### config.mk
export PLATFORM = sky130hd
export DESIGN_NAME = score_controller
export DESIGN_NICKNAME = d
export VERILOG_FILES = /design/src/rtl/score_controller.sv
export SDC_FILE = /design/constraint.sdc
export NUM_CORES = 1
export LEC_CHECK = 0
export CORE_UTILIZATION = 55
export CTS_CLUSTER_SIZE = 12
export DETAILED_ROUTE_END_ITERATION = 8
export PLACE_DENSITY_LB_ADDON = 0.05
export SYNTH_ARGS = -nofsm -noshare
export SYNTH_HDL_FRONTEND = slang
export SYNTH_SLANG_ARGS = --single-unit
export TNS_END_PERCENT = 30
### constraint.sdc
create_clock -name clk_1khz_i -period 2.73 [get_ports clk_1khz_i]
set_input_delay 0.273 -clock clk_1khz_i [delete_from_list [all_inputs] [get_ports clk_1khz_i]]
set_output_delay 0.273 -clock clk_1khz_i [all_outputs]
set_load 0.01 [all_outputs]
### src/rtl/score_controller.sv
// Two-team saturating score controller: one pending slot per team, round-robin update path,
// and display sequencing. Define SCORE_CTRL_HOLD_EN to hold the display on a just-changed team.
module score_controller #(
  parameter int BW        = 7,
  parameter int MAX_SCORE = 99,
  parameter int SHOW_MS   = 2000,
  parameter int HOLD_MS   = 3000
) (
  input  logic          clk_1khz_i,
  input  logic          rst_i,
  input  logic          up_a_i,
  input  logic          down_a_i,
  input  logic          up_b_i,
  input  logic          down_b_i,
  input  logic          clear_i,
  output logic [BW-1:0] score_a_o,
  output logic [BW-1:0] score_b_o,
  output logic          disp_sel_o,
  output logic [BW-1:0] disp_val_o,
  output logic          drop_o
);

  typedef enum logic [1:0] {SLOT_NONE, SLOT_UP, SLOT_DOWN} slot_t;
  typedef enum logic [1:0] {SHOW_A, SHOW_B, HOLD} state_t;

  localparam int MAX_DWELL = (SHOW_MS > HOLD_MS) ? SHOW_MS : HOLD_MS;
  localparam int CW        = (MAX_DWELL > 2) ? $clog2(MAX_DWELL) : 1;

  slot_t          slot_a, slot_b;
  logic           last_b;          // last grant went to B
  state_t         state;
  logic [CW-1:0]  cnt;

  logic           grant_a, grant_b;
  logic           pulse_a, pulse_b;
  logic           drop_a, drop_b;
  slot_t          slot_a_d, slot_b_d;
  logic [BW-1:0]  next_a, next_b;

  function automatic logic [BW-1:0] apply_op(input logic [BW-1:0] s, input slot_t op);
    apply_op = s;
    if (op == SLOT_UP && s < BW'(MAX_SCORE))
      apply_op = s + 1'b1;
    else if (op == SLOT_DOWN && s != '0)
      apply_op = s - 1'b1;
  endfunction

  always_comb begin
    // NOTE: every signal gets a default first so no path leaves it unassigned (no latch).
    grant_a  = 1'b0;
    grant_b  = 1'b0;
    pulse_a  = up_a_i ^ down_a_i;
    pulse_b  = up_b_i ^ down_b_i;
    drop_a   = 1'b0;
    drop_b   = 1'b0;
    slot_a_d = slot_a;
    slot_b_d = slot_b;

    // Under contention the team opposite the last grant wins.
    if (slot_a != SLOT_NONE && (slot_b == SLOT_NONE || last_b))
      grant_a = 1'b1;
    else if (slot_b != SLOT_NONE)
      grant_b = 1'b1;

    if (grant_a)
      slot_a_d = SLOT_NONE;
    if (grant_b)
      slot_b_d = SLOT_NONE;

    // A slot accepts a new pulse if it is empty or is draining this cycle.
    if (pulse_a) begin
      if (slot_a == SLOT_NONE || grant_a)
        slot_a_d = up_a_i ? SLOT_UP : SLOT_DOWN;
      else
        drop_a = 1'b1;
    end
    if (pulse_b) begin
      if (slot_b == SLOT_NONE || grant_b)
        slot_b_d = up_b_i ? SLOT_UP : SLOT_DOWN;
      else
        drop_b = 1'b1;
    end

    next_a = grant_a ? apply_op(score_a_o, slot_a) : score_a_o;
    next_b = grant_b ? apply_op(score_b_o, slot_b) : score_b_o;
  end

  assign disp_val_o = disp_sel_o ? score_b_o : score_a_o;

  always_ff @(posedge clk_1khz_i or posedge rst_i) begin
    // NOTE: sequential state uses non-blocking assignments so every register sees pre-edge values.
    if (rst_i) begin
      slot_a     <= SLOT_NONE;
      slot_b     <= SLOT_NONE;
      last_b     <= 1'b1;
      score_a_o  <= '0;
      score_b_o  <= '0;
      drop_o     <= 1'b0;
      state      <= SHOW_A;
      disp_sel_o <= 1'b0;
      cnt        <= '0;
    end else if (clear_i) begin
      slot_a     <= SLOT_NONE;
      slot_b     <= SLOT_NONE;
      last_b     <= 1'b1;
      score_a_o  <= '0;
      score_b_o  <= '0;
      drop_o     <= 1'b0;
      state      <= SHOW_A;
      disp_sel_o <= 1'b0;
      cnt        <= '0;
    end else begin
      slot_a    <= slot_a_d;
      slot_b    <= slot_b_d;
      score_a_o <= next_a;
      score_b_o <= next_b;
      drop_o    <= drop_o | drop_a | drop_b;
      if (grant_a || grant_b)
        last_b <= grant_b;

`ifdef SCORE_CTRL_HOLD_EN
      // A real score change pre-empts the dwell sequence in any state.
      if (grant_a && next_a != score_a_o) begin
        state      <= HOLD;
        disp_sel_o <= 1'b0;
        cnt        <= '0;
      end else if (grant_b && next_b != score_b_o) begin
        state      <= HOLD;
        disp_sel_o <= 1'b1;
        cnt        <= '0;
      end else
`endif
      begin
        case (state)
          SHOW_A: begin
            if (cnt == CW'(SHOW_MS - 1)) begin
              state      <= SHOW_B;
              disp_sel_o <= 1'b1;
              cnt        <= '0;
            end else begin
              cnt <= cnt + 1'b1;
            end
          end
          SHOW_B: begin
            if (cnt == CW'(SHOW_MS - 1)) begin
              state      <= SHOW_A;
              disp_sel_o <= 1'b0;
              cnt        <= '0;
            end else begin
              cnt <= cnt + 1'b1;
            end
          end
`ifdef SCORE_CTRL_HOLD_EN
          HOLD: begin
            if (cnt == CW'(HOLD_MS - 1)) begin
              state      <= disp_sel_o ? SHOW_A : SHOW_B;
              disp_sel_o <= ~disp_sel_o;
              cnt        <= '0;
            end else begin
              cnt <= cnt + 1'b1;
            end
          end
`endif
          default: begin
            state      <= SHOW_A;
            disp_sel_o <= 1'b0;
            cnt        <= '0;
          end
        endcase
      end
    end
  end

endmodule

==> Implementation_results.wiki <==
{| class="wikitable"
! Metric !! Value
|-
| Routed wire per std cell || 14.3 um
|-
| Clock tree from TritonCTS || yes
|-
| Leakage || 1.18 nW
|-
| Post-synth EDFFs || 0
|-
| Class of the tightest hold or removal check || in -> async
|-
| Max-Cap Viols || 0
|-
| Number of placed I/O pins || 30
|-
| Utilization after layout || 69.3%
|-
| Worst Setup Path Type || reg -> reg
|-
| Hold violation total from the final report || 0
|-
| Chip Width || 66.3 um
|-
| Final-layout fill cell count || 327
|-
| Cell area after synthesis || 2280 um^2
|-
| Largest buffer count on any clock path || 2
|-
| Detail Route Antenna Nets || 0
|-
| GRT Residual Overflow || 0
|-
| Number of buffers added by the clock tree synthesis step || 5
|-
| Upper clock frequency limit || 0.394 GHz
|-
| Actual slew at the worst max-slew pin || 679 ps
|-
| Critical Path Start Type || register
|-
| Post-detailed-placement half-perimeter wirelength || 3600 um
|-
| Data required time at the worst endpoint || 2900 ps
|-
| Worst hold margin || 384 ps
|-
| RSZ-0062 raised after global routing || no
|-
| Count of antenna diodes in the layout || 0
|-
| Core area || 4000 um^2
|-
| Number of port buffers || 29
|-
| Effective utilization at floorplan || 56.9%
|-
| Critical path peak fanout || 8
|-
| Antenna violations before repair || 0
|-
| Footprint of the multi-input gates || 1360 um^2
|-
| H-tree depth || 2
|-
| Number of DRC markers after the initial detailed-route iteration || 168
|-
| Kind of cell adding the most delay to the critical path || compound AO/OA/AOI/OAI gates
|-
| Clock tree sinks || 33
|-
| Row Count || 23
|-
| Final WL || 4880 um
|-
| Tightest slew margin relative to the limit || 54.7%
|-
| Number of DRC violations after detailed routing || 0
|-
| Proportion of layout cells with a drive suffix above 1 || 12.7%
|-
| Seq cells post-synth || 33
|-
| Final setup violation count || 0
|-
| Layout area overhead || 21.9%
|-
| Number of global-route vias before repair || 1749
|-
| Kind of capture point of the worst setup path || register
|-
| Clock transition at path regs || 80 ps
|-
| Final net count || 313
|-
| Final worst path period share || 92.9%
|-
| Average cell area after synthesis || 9.21 um^2
|-
| Delay of the slowest cell on the worst path || 460 ps
|-
| Cell chosen for the clock root || sky130_fd_sc_hd__clkbuf_8
|-
| Critical Path AT || 2710 ps
|-
| Total chip power || 1.09 mW
|-
| Via density per instance || 5.56
|-
| Die height || 66.3 um
|-
| Final cell area excluding filler cells || 2770 um^2
|-
| Cell count after placement || 334
|-
| Main flop type after synthesis || sky130_fd_sc_hd__dfrtp_1
|-
| Final GP Congestion || 0.885
|-
| Length in cells of the worst reg-to-reg path || 8
|-
| First-pass GRT wire length || 8110 um
|-
| Logic depth of the worst path, buffers included || 8
|-
| Post-layout min period || 2530 ps
|-
| Worst supply voltage drop on vdd || 0.000233 V
|-
| Synth async-reset ratio || 100%
|-
| Die area || 4400 um^2
|-
| Post-route non-filler standard cell count || 342
|-
| Sequential element share of the synthesized area || 36.3%
|-
| Setup Total Neg Slack || 0 ps
|-
| Buf/Inv on CP || 0
|-
| Placement-stage worst setup slack || 102 ps
|-
| Net count of the mapped netlist || 269
|-
| Max-slew violation count || 0
|-
| DP Area || 2690 um^2
|-
| Number of optimization iterations in the first detailed-route pass || 4
|-
| Clk Latency, worst-skew pair || 280 ps
|-
| Power density over the cells || 395 nW/um^2
|-
| Cell at the slowest stage of the critical path || sky130_fd_sc_hd__dfrtp_1
|-
| Global router's overall resource usage || 24.5%
|-
| Status || finished clean
|-
| Cell Chain, Critical Path || a2111oi_2 -> o21bai_2 -> ha_1 -> nor2b_1 -> o31a_1 -> o21ai_1 -> mux2i_1 -> a311o_1
|-
| Cells after Synth || 247
|-
| Yosys warning total || 0
|-
| Pin count of the biggest net entering global routing || 19
|-
| Storage element area || 827 um^2
|-
| Final critical-path setup slack || 195 ps
|-
| Via count of the routed design || 1903
|-
| Count of buffers added by post-CTS timing repair for setup || 0
|-
| Post-synthesis cell type count || 50
|-
| Final clock skew || 7.60 ps
|}
-- worst paths after layout --
| check | start | endpoint | slack [ps] |
|---|---|---|---|
| min in group clk_1khz_i | cnt[0]$_DFF_PP0_ | cnt[0]$_DFF_PP0_ | 480 |
| worst max register to register | score_a_o[4]$_DFFE_PP0P_ | score_a_o[6]$_DFFE_PP0P_ | 200 |
| worst max-delay path | score_a_o[4]$_DFFE_PP0P_ | score_a_o[6]$_DFFE_PP0P_ | 200 |
| worst min-delay path | rst_i | score_a_o[6]$_DFFE_PP0P_ | 380 |
| max in group asynchronous | rst_i | cnt[0]$_DFF_PP0_ | 1660 |
| worst min register to register | cnt[0]$_DFF_PP0_ | cnt[0]$_DFF_PP0_ | 480 |
-- routing by layer --
metal,routed length [um],vias up,track usage (%)
met4,29,0,7.18
met1,2350,895,34.5
met3,232,2,5.34
met5,0,-,0
met2,2270,46,37.5
li1,-,960,-
-- worst reg2reg max path: stages (launching register included) --
cell and delay (ps):
sky130_fd_sc_hd__dfrtp_1 460, sky130_fd_sc_hd__a2111oi_2 350, sky130_fd_sc_hd__o21bai_2 200, sky130_fd_sc_hd__ha_1 360, sky130_fd_sc_hd__nor2b_1 150, sky130_fd_sc_hd__o31a_1 260
sky130_fd_sc_hd__o21ai_1 220, sky130_fd_sc_hd__mux2i_1 110, sky130_fd_sc_hd__a311o_1 320
-- final cells by class --
class,instances,share of cell area [%]
clock buffers,7,2.75
clock inverters,1,0.271
inverters,9,1.22
multi-input cells,198,49.2
flip-flops and latches,33,29.8
well taps,50,2.26
repair buffers,44,14.5
-- timing repair --
| action | 4_1_cts | 5_1_grt |
|---|---|---|
| hold buffers | 0 | 0 |
| gates resized for setup | 0 | 1 |
| setup endpoints to repair | 0 | 1 |
-- where the power goes --
group | switching (mW) | leakage (nW) | total, mW | internal [mW]
clock | 0.184 | 0.0385 | 0.365 | 0.181
sequential | 0.0147 | 0.452 | 0.519 | 0.504
combinational | 0.109 | 0.686 | 0.211 | 0.102
-- sequential cells by signal (all words and copies together), names as in the netlist --
signal	count
cnt	12
score_a_o	7
score_b_o	7
slot_a	2
slot_b	2
disp_sel_o	1
drop_o	1
last_b	1
-- layout by cell type (no fill, tap or decap), types with 2 or more instances in the layout --
cell type	count
sky130_fd_sc_hd__o21a_1	2
sky130_fd_sc_hd__or4_1	2
sky130_fd_sc_hd__buf_4	15
sky130_fd_sc_hd__a2111oi_0	2
sky130_fd_sc_hd__nand2b_1	8
sky130_fd_sc_hd__clkbuf_8	5
sky130_fd_sc_hd__o21ai_1	3
sky130_fd_sc_hd__clkdlybuf4s50_1	29
sky130_fd_sc_hd__ha_1	13
sky130_fd_sc_hd__xnor2_1	9
sky130_fd_sc_hd__or3_1	3
sky130_fd_sc_hd__clkbuf_1	2
sky130_fd_sc_hd__nor3_1	6
sky130_fd_sc_hd__nand2_1	20
sky130_fd_sc_hd__fa_1	2
sky130_fd_sc_hd__or2_2	2
sky130_fd_sc_hd__o211ai_1	2
sky130_fd_sc_hd__mux2_2	6
sky130_fd_sc_hd__dfrtp_1	32
sky130_fd_sc_hd__nand4b_1	2
sky130_fd_sc_hd__nor2_1	33
sky130_fd_sc_hd__nand3_1	5
sky130_fd_sc_hd__mux2i_1	10
sky130_fd_sc_hd__nor2b_1	8
sky130_fd_sc_hd__inv_1	8
sky130_fd_sc_hd__a21oi_1	14
sky130_fd_sc_hd__nand3b_1	6
sky130_fd_sc_hd__o21ai_0	9
sky130_fd_sc_hd__nand4_1	5
sky130_fd_sc_hd__xor2_1	8
-- synth_stat cells, types with 3 or more instances --
cell	count	area, um^2
sky130_fd_sc_hd__a21oi_1	14	70.1
sky130_fd_sc_hd__clkbuf_1	4	15.0
sky130_fd_sc_hd__dfrtp_1	32	801
sky130_fd_sc_hd__ha_1	13	163
sky130_fd_sc_hd__inv_1	8	30.0
sky130_fd_sc_hd__mux2_2	6	67.6
sky130_fd_sc_hd__mux2i_1	10	100
sky130_fd_sc_hd__nand2_1	20	75.1
sky130_fd_sc_hd__nand2b_1	8	50.1
sky130_fd_sc_hd__nand3_1	5	25.0
sky130_fd_sc_hd__nand3b_1	6	45.0
sky130_fd_sc_hd__nand4_1	5	31.3
sky130_fd_sc_hd__nor2_1	33	124
sky130_fd_sc_hd__nor2b_1	8	50.1
sky130_fd_sc_hd__nor3_1	6	30.0
sky130_fd_sc_hd__o21ai_0	10	50.1
sky130_fd_sc_hd__or3_1	3	18.8
sky130_fd_sc_hd__xnor2_1	9	78.8
sky130_fd_sc_hd__xor2_1	8	70.1
-- cell families (layout without fill, tap and decap cells) --
kind of cell	count (synthesis)	count (layout)	share of synthesized area (%)
buffers and inverters	16	61	3.74
xor gates and xnor gates	17	17	6.54
adders and majority gates	15	15	8.91
and+or+nand+nor	104	104	22.9
muxes	16	16	7.37
AOI/OAI and AO/OA	46	46	14.2
DFF	33	33	36.3
(Power assumes the default switching activity.)
